$ cat src/rtl/mul_seq_n_bit_pkg.sv
// Shared definitions for the sequential shift-add multiplier: FSM state
// encoding and the iteration counter width helper.
package mul_seq_n_bit_pkg;

    typedef enum logic [1:0] {
        MUL_IDLE = 2'd0,
        MUL_CALC = 2'd1,
        MUL_FIX  = 2'd2
    } mul_state_e;

    // Counter must be able to hold N itself.
    function automatic int mul_cnt_w(input int n);
        return $clog2(n + 1);
    endfunction

endpackage

$ cat src/rtl/mul_step_n_bit.sv
// One radix-2 shift-add iteration: conditionally accumulate the shifted
// multiplicand, then advance both operands by one bit position.
module mul_step_n_bit #(
    parameter int N = 32
) (
    input  logic [2*N-1:0] acc_i,
    input  logic [2*N-1:0] mcand_i,
    input  logic [N-1:0]   mplier_i,
    output logic [2*N-1:0] acc_o,
    output logic [2*N-1:0] mcand_o,
    output logic [N-1:0]   mplier_o
);

    assign acc_o    = mplier_i[0] ? (acc_i + mcand_i) : acc_i;
    assign mcand_o  = mcand_i << 1;
    assign mplier_o = mplier_i >> 1;

endmodule

$ cat src/rtl/mul_seq_n_bit.sv
// Iterative signed/unsigned N-bit multiplier with start/busy/done handshake.
// Multiplies operand magnitudes over N cycles, then applies the sign in one fix cycle.
module mul_seq_n_bit
    import mul_seq_n_bit_pkg::*;
#(
    parameter int N = 32
) (
    input  logic         clk,
    input  logic         rst_n,
    input  logic         Start,
    input  logic [N-1:0] X,
    input  logic [N-1:0] Y,
    input  logic         Signed,
    output logic         Busy,
    output logic         Done,
    output logic [N-1:0] OutLo,
    output logic [N-1:0] OutHi,
    output logic         Ov
);

    localparam int CW = mul_cnt_w(N);

    mul_state_e     state_q;
    logic [2*N-1:0] acc_q, mcd_q;
    logic [N-1:0]   mpl_q;
    logic [CW-1:0]  cnt_q;
    logic           neg_q, sgn_q;
    logic           done_q, ov_q;
    logic [N-1:0]   lo_q, hi_q;

    logic [N-1:0]   xmag_d, ymag_d;
    logic [2*N-1:0] acc_d, mcd_d, prod_d;
    logic [N-1:0]   mpl_d;
    logic           ov_d;

    // Magnitude of -2^(N-1) wraps to 2^(N-1), which is the right unsigned value.
    assign xmag_d = (Signed && X[N-1]) ? -X : X;
    assign ymag_d = (Signed && Y[N-1]) ? -Y : Y;

    mul_step_n_bit #(.N(N)) u_step (
        .acc_i    (acc_q),
        .mcand_i  (mcd_q),
        .mplier_i (mpl_q),
        .acc_o    (acc_d),
        .mcand_o  (mcd_d),
        .mplier_o (mpl_d)
    );

    assign prod_d = neg_q ? -acc_q : acc_q;
    assign ov_d   = sgn_q ? (prod_d[2*N-1:N] != {N{prod_d[N-1]}})
                          : (prod_d[2*N-1:N] != '0);

    always_ff @(posedge clk or negedge rst_n) begin
        if (!rst_n) begin
            state_q <= MUL_IDLE;
            acc_q   <= '0;
            mcd_q   <= '0;
            mpl_q   <= '0;
            cnt_q   <= '0;
            neg_q   <= 1'b0;
            sgn_q   <= 1'b0;
            done_q  <= 1'b0;
            lo_q    <= '0;
            hi_q    <= '0;
            ov_q    <= 1'b0;
        end else begin
            done_q <= 1'b0;
            case (state_q)
                MUL_IDLE: begin
                    if (Start) begin
                        acc_q   <= '0;
                        mcd_q   <= {{N{1'b0}}, xmag_d};
                        mpl_q   <= ymag_d;
                        cnt_q   <= '0;
                        neg_q   <= Signed & (X[N-1] ^ Y[N-1]);
                        sgn_q   <= Signed;
                        state_q <= MUL_CALC;
                    end
                end
                MUL_CALC: begin
                    acc_q <= acc_d;
                    mcd_q <= mcd_d;
                    mpl_q <= mpl_d;
                    cnt_q <= cnt_q + 1'b1;
                    if (cnt_q == CW'(N - 1))
                        state_q <= MUL_FIX;
                end
                MUL_FIX: begin
                    lo_q    <= prod_d[N-1:0];
                    hi_q    <= prod_d[2*N-1:N];
                    ov_q    <= ov_d;
                    done_q  <= 1'b1;
                    state_q <= MUL_IDLE;
                end
                default: state_q <= MUL_IDLE;
            endcase
        end
    end

    assign Busy  = (state_q != MUL_IDLE);
    assign Done  = done_q;
    assign OutLo = lo_q;
    assign OutHi = hi_q;
    assign Ov    = ov_q;

endmodule

$ cat config.mk
export PLATFORM = sky130hd
export DESIGN_NAME = mul_seq_n_bit
export DESIGN_NICKNAME = d
export VERILOG_FILES = /design/src/rtl/mul_seq_n_bit_pkg.sv /design/src/rtl/mul_step_n_bit.sv /design/src/rtl/mul_seq_n_bit.sv
export SDC_FILE = /design/constraint.sdc
export NUM_CORES = 1
export LEC_CHECK = 0
export ABC_AREA = 1
export BUFFER_PORTS_ARGS = -buffer_cell sky130_fd_sc_hd__buf_4
export CAP_MARGIN = 40
export CORE_UTILIZATION = 40
export DETAILED_ROUTE_END_ITERATION = 6
export GPL_TIMING_DRIVEN = 1
export PLACE_DENSITY = 0.66
export SLEW_MARGIN = 5
export SYNTH_ARGS = -nofsm -noshare
export SYNTH_HDL_FRONTEND = slang
export SYNTH_HIERARCHICAL = 1
export SYNTH_SLANG_ARGS = --single-unit
$ cat constraint.sdc
create_clock -name clk -period 2.2 [get_ports clk]
set_clock_uncertainty 0.15 [all_clocks]
set_input_delay 0.55 -clock clk [delete_from_list [all_inputs] [get_ports clk]]
set_output_delay 0.55 -clock clk [all_outputs]
set_load 0.01 [all_outputs]
# Yosys cells after proc, flatten, opt, wreduce, memory -nomap -nowiden
# Cells that the tools add are included.
word_totals:
  input_bits: 68
  register_bits: 236
op_classes:
  reduce_logical: 10
  mux: 17
  bitwise_logic: 2
  add_sub_neg: 5
  n_eq_ne: 7
ops:
  columns: ["cell", "n"]
  rows:
  - ["two-way mux 64 bit", 4]
  - ["one-hot mux 64 bit (2 select lines)", 2]
  - ["two-way mux 32 bit", 3]
  - ["adder 64 bit", 1]
  - ["negator 32 bit", 2]
  - ["negator 64 bit", 1]
  - ["one-hot mux 32 bit (2 select lines)", 1]
  - ["inequality test 32 bit", 1]
  - ["nonzero test 32 bit", 1]
  - ["one-hot mux 6 bit (2 select lines)", 1]
  - ["adder 6 x 1 -> 6 bit (second input constant)", 1]
  - ["equality test 6 x 5 -> 1 bit (second input constant)", 1]
  - ["two-way mux 6 bit", 1]
  - ["inequality test 2 bit (second input constant)", 3]
  - ["AND reduction 2 bit", 3]
  - ["two-way mux 2 bit", 2]
  - ["one-hot mux 2 bit (2 select lines)", 1]
  - ["nonzero test 2 bit", 2]
  - ["AND reduction 3 bit", 1]
  - ["equality test 2 x 1 -> 1 bit (second input constant)", 1]
  - ["equality test 2 bit (second input constant)", 1]
  - ["logical AND 1 bit", 2]
  - ["logical NOT 2 bit", 1]
  - ["two-way mux 1 bit", 2]
  - ["other kinds (2)", 2]

# Depth between registers and ports, before layout
# Gate-level depths: netlist (run 1).
depth:
  ltp_word: 4
  depth_mapped: 19

# By module
# The synthesis (run 1) kept the hierarchy.
modules_own_cells:
  columns: ["module", "seq_area_each_um2", "cells_per_inst", "area_each_um2", "n_inst"]
  rows:
  - ["mul_seq_n_bit", 5905.7, 1760, 13170.1, 1]
  - ["mul_step_n_bit", 0.0, 1526, 7234.4, 1]

# Worst setup path before layout (run 1)
# No wires, ideal clock.
synth_path:
  path_type: "in2reg"
  startpoint: "input Y[0]"
  endpoint: "register mpl_q[30]"
  setup_ns: 0.123
  path_slack_ns: -0.178
  path_buffers: 0
  stages: 14
  required_time_ns: 1.927
  arrival_time_ns: 2.105
  cell_sequence: "inv_1 ha_1 nand3_1 nor3_2 nand4_1 nor2_2 inv_1 o21ai_2 o21ai_1 inv_1 nand2_1 xor2_1 o21ai_0 nand2_1"
synth_via:
  elab_chain_cells: 4
synth_lines:
  columns: ["element", "line_no", "source"]
  rows:
  - ["from (decl)", "mul_seq_n_bit.sv:12", "input logic [N-1:0] Y,"]
  - ["negator 32 bit", "mul_seq_n_bit.sv:38", "assign ymag_d = (Signed && Y[N-1]) ? -Y : Y;"]
  - ["two-way mux 32 bit", "mul_seq_n_bit.sv:38", null]
  - ["two-way mux 32 bit", "mul_seq_n_bit.sv:70", "if (Start) begin"]
  - ["one-hot mux 32 bit (2 select lines)", "mul_seq_n_bit.sv:68", "case (state_q)"]
  - ["to (signal assigned)", "mul_seq_n_bit.sv:73", "mpl_q <= ymag_d;"]
  - ["to (signal assigned)", "mul_seq_n_bit.sv:83", "mpl_q <= mpl_d;"]
  - ["to (decl)", "mul_seq_n_bit.sv:25", "logic [N-1:0] mpl_q;"]
# No other way between the ends. The select of a mux whose other input is x is not followed.
# A chain may end at the register's enable or synchronous reset.

# Final worst setup path (run 1)
layout_path:
  startpoint: "register acc_q[10]"
  endpoint: "register acc_q[20]"
layout_via:
  elab_chain_cells: 3
layout_lines:
  columns: ["element", "line_no", "source"]
  rows:
  - ["from (decl)", "mul_seq_n_bit.sv:24", "logic [2*N-1:0] acc_q, mcd_q;"]
  - ["from (signal assigned)", "mul_seq_n_bit.sv:56", "acc_q <= '0;"]
  - ["from (signal assigned)", "mul_seq_n_bit.sv:71", "acc_q <= '0;"]
  - ["from (signal assigned)", "mul_seq_n_bit.sv:81", "acc_q <= acc_d;"]
  - ["adder 64 bit", "mul_step_n_bit.sv:14", "assign acc_o = mplier_i[0] ? (acc_i + mcand_i) : acc_i;"]
  - ["two-way mux 64 bit", "mul_step_n_bit.sv:14", null]
  - ["named net acc_d[20]", "mul_seq_n_bit.sv:32", "logic [2*N-1:0] acc_d, mcd_d, prod_d;"]
  - ["one-hot mux 64 bit (2 select lines)", "mul_seq_n_bit.sv:68", null]
# The timed path passes the listed nets, and every way through them passes these cells. The select of a mux whose other input is x is not followed.

==> results of run 1 <==
==> layout make-up <==
class,count,area (um2),share of cell area [%]
clock inverters,15,241.5,0.7988
clock buffers,41,843.3,2.790
multi-input cells,2435,14540,48.11
inverters,433,1677,5.546
repair buffers,743,6108,20.21
flip-flops and latches,236,5977,19.77
well taps,672,840.8,2.781
==> layout by cell type, fill, tap and decap left out, drive strengths merged, types with 2 or more instances in the layout <==
master / n
a21oi: 72
a22o: 53
a22oi: 8
a31oi: 15
a32o: 4
and2: 3
buf: 742
bufinv: 6
clkbuf: 41
clkinv: 6
clkinvlp: 2
conb: 2
dfrtp: 236
ha: 67
inv: 434
nand2: 1267
nand3: 146
nand3b: 9
nand4: 31
nor2: 365
nor3: 33
nor4: 9
o211ai: 22
o21a: 2
o21ai: 199
o21bai: 2
o221ai: 15
o22ai: 3
o31ai: 9
or2: 4
xnor2: 39
xor2: 51
==> routing by layer <==
metal / vias to the layer above / part of all wire (%) / global-route usage, % / routed length (um)
li1: 11480 / - / - / -
met1: 10980 / 41 / 37.13 / 32710
met2: 1088 / 45 / 45.99 / 36320
met3: 298 / 7.5 / 3.450 / 5987
met4: 0 / 6.1 / 13.42 / 4904
met5: - / 0 / 0 / 0
==> per-stage QoR <==
step / instances / hold slack (ns)
CTS: 4529 / 0.07206
floorplan: 3287 / 0.1044
global placement: 4438 / 0.3152
detailed placement: 4438 / 0.3134
finish: 4575 / 0.09117
global route: 4575 / 0.09069
==> power breakdown <==
part,leakage (nW),internal (mW),total (mW),switching (mW)
Sequential,2.84,6.39,9.05,2.66
Clock,0.526,3.38,5.46,2.08
Combinational,12.2,17.9,38.7,20.8
Total,15.6,27.7,53.3,25.6
==> what timing repair did <==
| action | 4_1_cts | 5_1_grt |
|---|---|---|
| endpoints found under the hold margin | 44 | 0 |
| setup endpoints to repair | 71 | 85 |
| pin swaps | 43 | 147 |
| setup buffers | 34 | 51 |
| hold buffers | 1 | 0 |
| resized for setup | 326 | 429 |
==> tightest hold or removal path: stages <==
cell and delay, ns:
buf_4 0.11, o21ai_0 0.08, nand2_1 0.06
==> worst max-delay path by stage <==
stage | from | endpoint | slack (ns) | depth (start not counted)
3_5_place_dp | acc_q[4]$_DFFE_PN0P_ | Ov$_DFFE_PN0P_ | -0.49 | 16
5_1_grt | acc_q[1]$_DFFE_PN0P_ | Ov$_DFFE_PN0P_ | -0.58 | 20
6_report | acc_q[10]$_DFFE_PN0P_ | acc_q[20]$_DFFE_PN0P_ | -0.45 | 14
3_3_place_gp | acc_q[4]$_DFFE_PN0P_ | Ov$_DFFE_PN0P_ | -0.48 | 16
4_1_cts | acc_q[7]$_DFFE_PN0P_ | Ov$_DFFE_PN0P_ | -0.33 | 19
2_1_floorplan | X[1] | mcd_q[24]$_DFFE_PN0P_ | -0.12 | 13
==> flip-flops by register name, indices dropped and copies added (netlist names) <==
| signal | cells |
|---|---|
| Done | 1 |
| OutHi | 32 |
| OutLo | 32 |
| Ov | 1 |
| acc_q | 64 |
| cnt_q | 6 |
| mcd_q | 64 |
| mpl_q | 32 |
| neg_q | 1 |
| sgn_q | 1 |
| state_q | 2 |
==> cell families (layout without fill, tap and decap cells) <==
family / after synthesis / after routing / synth area share [%]
AOI/OAI and AO/OA: 407 / 407 / 12.16
and+or+nand+nor: 1868 / 1868 / 37.53
xor gates and xnor gates: 90 / 90 / 3.900
buffers and inverters: 616 / 1232 / 13.24
adders and majority gates: 68 / 68 / 4.207
other: 1 / 2 / 0.01838
DFF: 236 / 236 / 28.94
==> flow_summary.ini, run 1 <==
[cts]
h-tree-depth = 1
cts-root-buf = clkbuf_16
clock_path_buffers = 3
clk_latency_ns = 0.60
clock-sinks = 236
tritoncts = yes
cts-buffers-inserted = 31
clkSlewWorstSetupHoldPaths_ns = 0.06

[sta]
rsz0062_at_grt = yes
min_period_ns = 2.647
slew_viol_final = 0
max_slew_margin_pct = 61.06
min_period_over_period_pct = 120.3
finalHoldViolCount = 0
setup-violations-final = 65
tns_ns = -18.54
worst_pin_slew_ns = 0.5840
post-route-worst-setup-slack_ns = -0.4467
fmax_mhz = 377.8

[critical_path]
crit_path_cell_trace = buf_12 > ha_4 > nand2_2 > nor2_4 > buf_4 > nand2_1 > nand2_2 > buf_4 > nand2_1 > nand3_2 > or2_4 > nand3_2 > nand2_1 > a22o_1
reg2reg_from = acc_q[10]$_DFFE_PN0P_
crit_arrival_ns = 2.98
critPathCaptureType = register
cpMostUsedCell = nand2_1
rr_endpoint = acc_q[20]$_DFFE_PN0P_
critPathRequiredTime_ns = 2.53
cp_top_family = simple AND/OR/NAND/NOR gates
crit_type = register to register
cpMaxStageDelayCell = dfrtp_2
r2r_slack_ns = -0.45
worst_r2r_path_depth = 14
critPathBufInv = 3
crit_fanout = 4
startpoint_type = register
cp_slowest_stage_delay_ns = 0.46

[synth]
netlist_instances = 3286
synth_edf_count = 0
yosysMostFrequentCell = nand2_1
synth_area_um2 = 20400
synth_ff_type = dfrtp_1
yosys_warnings = 6
postSynthAreaPerCell_um2 = 6.210
ys_top_cells_by_area = dfrtp_1 29%, nand2_1 23%, inv_1 7.8%
ys_ff_latch = 236
ys_async_sr_fraction_pct = 100.0
synth_cell_type_count = 51
yosysTopAreaCell = dfrtp_1
synth_common_cells = 1236 x nand2_1, 426 x inv_1, 338 x nor2_1
ys_seq_area_share_pct = 28.94
synthDominantCellAreaShare_pct = 28.94

[min_path]
whs_endpoint = mpl_q[22]$_DFFE_PN0P_
holdPathStages = 3
hp-start = Y[22]
hp-class = primary input to register

[route]
vias = 23850
drcViolationCount = 0
wl_mm = 79.92
first_iter_violations = 1946
final_antenna_net_count = 0
viasPerCell = 5.212
wire_per_inst_um = 17.47
dr.pass1.iters = 6

[floorplanning]
core_area_um2 = 50270
num_rows = 82
die-area_um2 = 51920
pin_count = 135
die_h_um = 227.9
initial_utilization_pct = 40.59
die_x_um = 227.9

[pwr]
pwr_density_cell_nw_per_um2 = 1762
total_power_mw = 53.26
power_leakage_nw = 15.55
irDropWorstVdd_uv = 1002

[global_route]
antenna_found_initial = 0
grt_pass1_vias = 21790
gr-total-overflow = 0
grt.total_usage_pct = 28.22
grt_max_degree = 60
grt_pass1_wl_mm = 117.1

[run_status]
failed_checks = setup timing
status = finished with violations

[cells_and_area]
final_area_um2 = 30230
drive_above_1_share_pct = 36.38
filler_cell_count = 4493
utilization_pct = 60.13
area_delta_synth_final_pct = 48.16
nets = 4016
n_antenna_cell = 0

[flow_run]
maxCapViolations = 0

[placed_design]
numPortBuffers = 134
place_area_um2 = 25490
gp_congestion = 0.9921
place_ws_ns = -0.4855
dp_hpwl_mm = 57.28
Note: power is estimated with default switching activity, not from simulation.
==> run 2, diff against run 1 <==
ABC_AREA = default   (was 1)
==> run 2 against run 1 <==
Net effect:
- the flow still finishes with violations (setup timing)
- count of clock-buffer cells in the layout decreased by 4
- combinational power shrank 16%
- worst setup slack lost 0.94 ns
==> flow_summary.ini, run 2 <==
[synth]
ys_async_sr_fraction_pct = 100.0
synth-xor-area-share_pct = 8.244
postSynthAreaPerCell_um2 = 7.889
yosys_warnings = 6
yosys-mux-area-fraction_pct = 3.543
ys_ff_latch = 236
synthDominantCellAreaShare_pct = 32.92
synth_edf_count = 0
synth_cell_type_count = 86
synth_ff_type = dfrtp_1
ys_top_cells_by_area = dfrtp_1 33%, nand2_1 9.6%, o21ai_0 8.0%
yosysTopAreaCell = dfrtp_1
netlist_instances = 2274
synthAdderAreaFrac_pct = 4.785
synth_compound_area_share_pct = 21.92
synth_area_um2 = 17940
ys_seq_area_share_pct = 32.92
synth_top_family_by_area = compound AO/OA/AOI/OAI gates
synth_common_cells = 458 x nand2_1, 286 x o21ai_0, 236 x dfrtp_1
synth_simple_gate_area_share_pct = 20.83
yosysMostFrequentCell = nand2_1

[pwr]
p_switching_mw = 19.55
p_int_mw = 26.03
power_switching_share_pct = 42.89
p_comb_share_pct = 71.6
clkPwrFrac_pct = 10.6
power_leakage_nw = 12.73
pwr_density_cell_nw_per_um2 = 1610
irDropWorstVdd_uv = 832.5
total_power_mw = 45.59
seqPwrFrac_pct = 17.8

[cells_and_area]
n_antenna_cell = 0
area_delta_synth_final_pct = 57.84
multi_input_area_um2 = 13570
layout_commonest_cell = buf_4
final_area_um2 = 28310
utilization_pct = 64.03
reg.largest.list = acc_q (64), mcd_q (64)
filler_cell_count = 3464
finalNonFillerCells = 3544
register_area_um2 = 5928
final_cell_mix = 749 x buf_4, 407 x nand2_1, 218 x dfrtp_1
nets = 3066
drive_above_1_share_pct = 45.87

[critical_path]
crit_arrival_ns = 3.88
critPathCaptureType = register
crit_type = register to register
startpoint_type = register
critPathRequiredTime_ns = 2.49
crit_fanout = 8

[route]
viasPerCell = 5.424
first_iter_violations = 1495
wl_mm = 62.16
vias = 19220
drcViolationCount = 0
wire_per_inst_um = 17.54
final_antenna_net_count = 0
dr.pass1.iters = 5

[cts]
tritoncts = yes
clock-sinks = 236
clkSlewWorstSetupHoldPaths_ns = 0.06
clock_path_buffers = 3
cts-buffers-inserted = 29
clk_latency_ns = 0.57
h-tree-depth = 1
cts-root-buf = clkbuf_16

[sta]
worst_pin_slew_ns = 0.5734
fmax_mhz = 278.5
finalHoldViolCount = 0
rsz0062_at_grt = yes
max_slew_margin_pct = 61.42
slew_viol_final = 0
min_period_over_period_pct = 163.2
post-route-worst-setup-slack_ns = -1.391
setup-violations-final = 117
min_period_ns = 3.591
tns_ns = -78.00
fin_hold_ws_ns = 0.09613

[floorplanning]
num_rows = 77
die_x_um = 213.8
pin_count = 135
core_area_um2 = 44220
die-area_um2 = 45700
initial_utilization_pct = 40.57
die_h_um = 213.8

[placed_design]
place_ws_ns = -1.503
place_area_um2 = 24220
place_inst = 3400
dp_hpwl_mm = 44.71
numPortBuffers = 134
gp_congestion = 0.9592

[global_route]
antenna_found_initial = 0
grt_pass1_wl_mm = 95.28
grt_max_degree = 125
grt.total_usage_pct = 25.82
grt_pass1_vias = 18360
gr-total-overflow = 0

[run_status]
failed_checks = setup timing
status = finished with violations

[min_path]
hp-class = primary input to register

[flow_run]
maxCapViolations = 0
[run 2: what timing repair did]
item,CTS,global route
gates resized for setup,288,239
cloned,1,0
pin swaps,114,136
buffers inserted,50,55
hold endpoints to repair,39,0
hold buffers,1,0
endpoints found under the setup margin,120,140
[run 2: per-layer routing]
metal | global-route usage [%] | vias to the layer above | routed length, um
li1 | - | 9266 | -
met4 | 6.650 | 0 | 1809
met5 | 0 | - | 0
met3 | 3.530 | 127 | 3684
met2 | 42.25 | 600 | 29030
met1 | 35.73 | 9230 | 27640
[run 2: worst paths after layout]
| check | slack (ns) | end | from | depth (start not counted) |
|---|---|---|---|---|
| min in group asynchronous | 0.35 | OutHi[21]$_DFFE_PN0P_ | rst_n | 2 |
| max in group asynchronous | 0.89 | acc_q[7]$_DFFE_PN0P_ | rst_n | 3 |
| min | 0.1 | mpl_q[31]$_DFFE_PN0P_ | Y[31] | 3 |
| min reg2reg | 0.32 | OutHi[8]$_DFFE_PN0P_ | OutHi[8]$_DFFE_PN0P_ | 2 |
| max reg2reg | -1.39 | Ov$_DFFE_PN0P_ | acc_q[18]$_DFFE_PN0P_ | 12 |
| max | -1.39 | Ov$_DFFE_PN0P_ | acc_q[18]$_DFFE_PN0P_ | 12 |
[run 2: critical path: stages (launching register included)]
cell	delay [ns]
dfrtp_1	0.38
or4_4	0.56
or3_4	0.42
or4_4	0.51
buf_4	0.18
o21ai_4	0.13
xor2_2	0.19
buf_4	0.15
nor2b_1	0.05
nor4_2	0.27
nand4_1	0.18
o32ai_2	0.17
a21oi_1	0.11
[run 2: final cells by class]
cell class	instances	area share, %
Clock inverter	16	0.5833
Clock buffer	37	2.846
Inverter	37	0.4905
Sequential cell	236	20.94
Tap cell	592	2.616
Timing Repair Buffer	850	24.59
Multi-Input combinational cell	1776	47.94
[run 2: kinds of logic (layout without fill, tap and decap cells)]
| group | Yosys count | count (layout) |
|---|---|---|
| AO/OA/AOI/OAI | 657 | 658 |
| XOR/XNOR | 168 | 168 |
| adder cells (fa/ha/maj) | 68 | 68 |
| buffers and inverters | 264 | 940 |
| flip-flops | 236 | 236 |
| multiplexers | 57 | 57 |
| other | 1 | 2 |
| AND/OR/NAND/NOR | 823 | 823 |
[run 2: power by group through the flow]
stage | combinational [mW] | sequential [mW] | clock, mW
6_report | 32.6 | 8.10 | 4.85
5_1_grt | 34.9 | 8.33 | 5.13
4_1_cts | 29.5 | 8.06 | 4.96
3_5_place_dp | 26.1 | 8.03 | 0
3_3_place_gp | 25.7 | 7.92 | 0
2_1_floorplan | 14.6 | 8.25 | 0
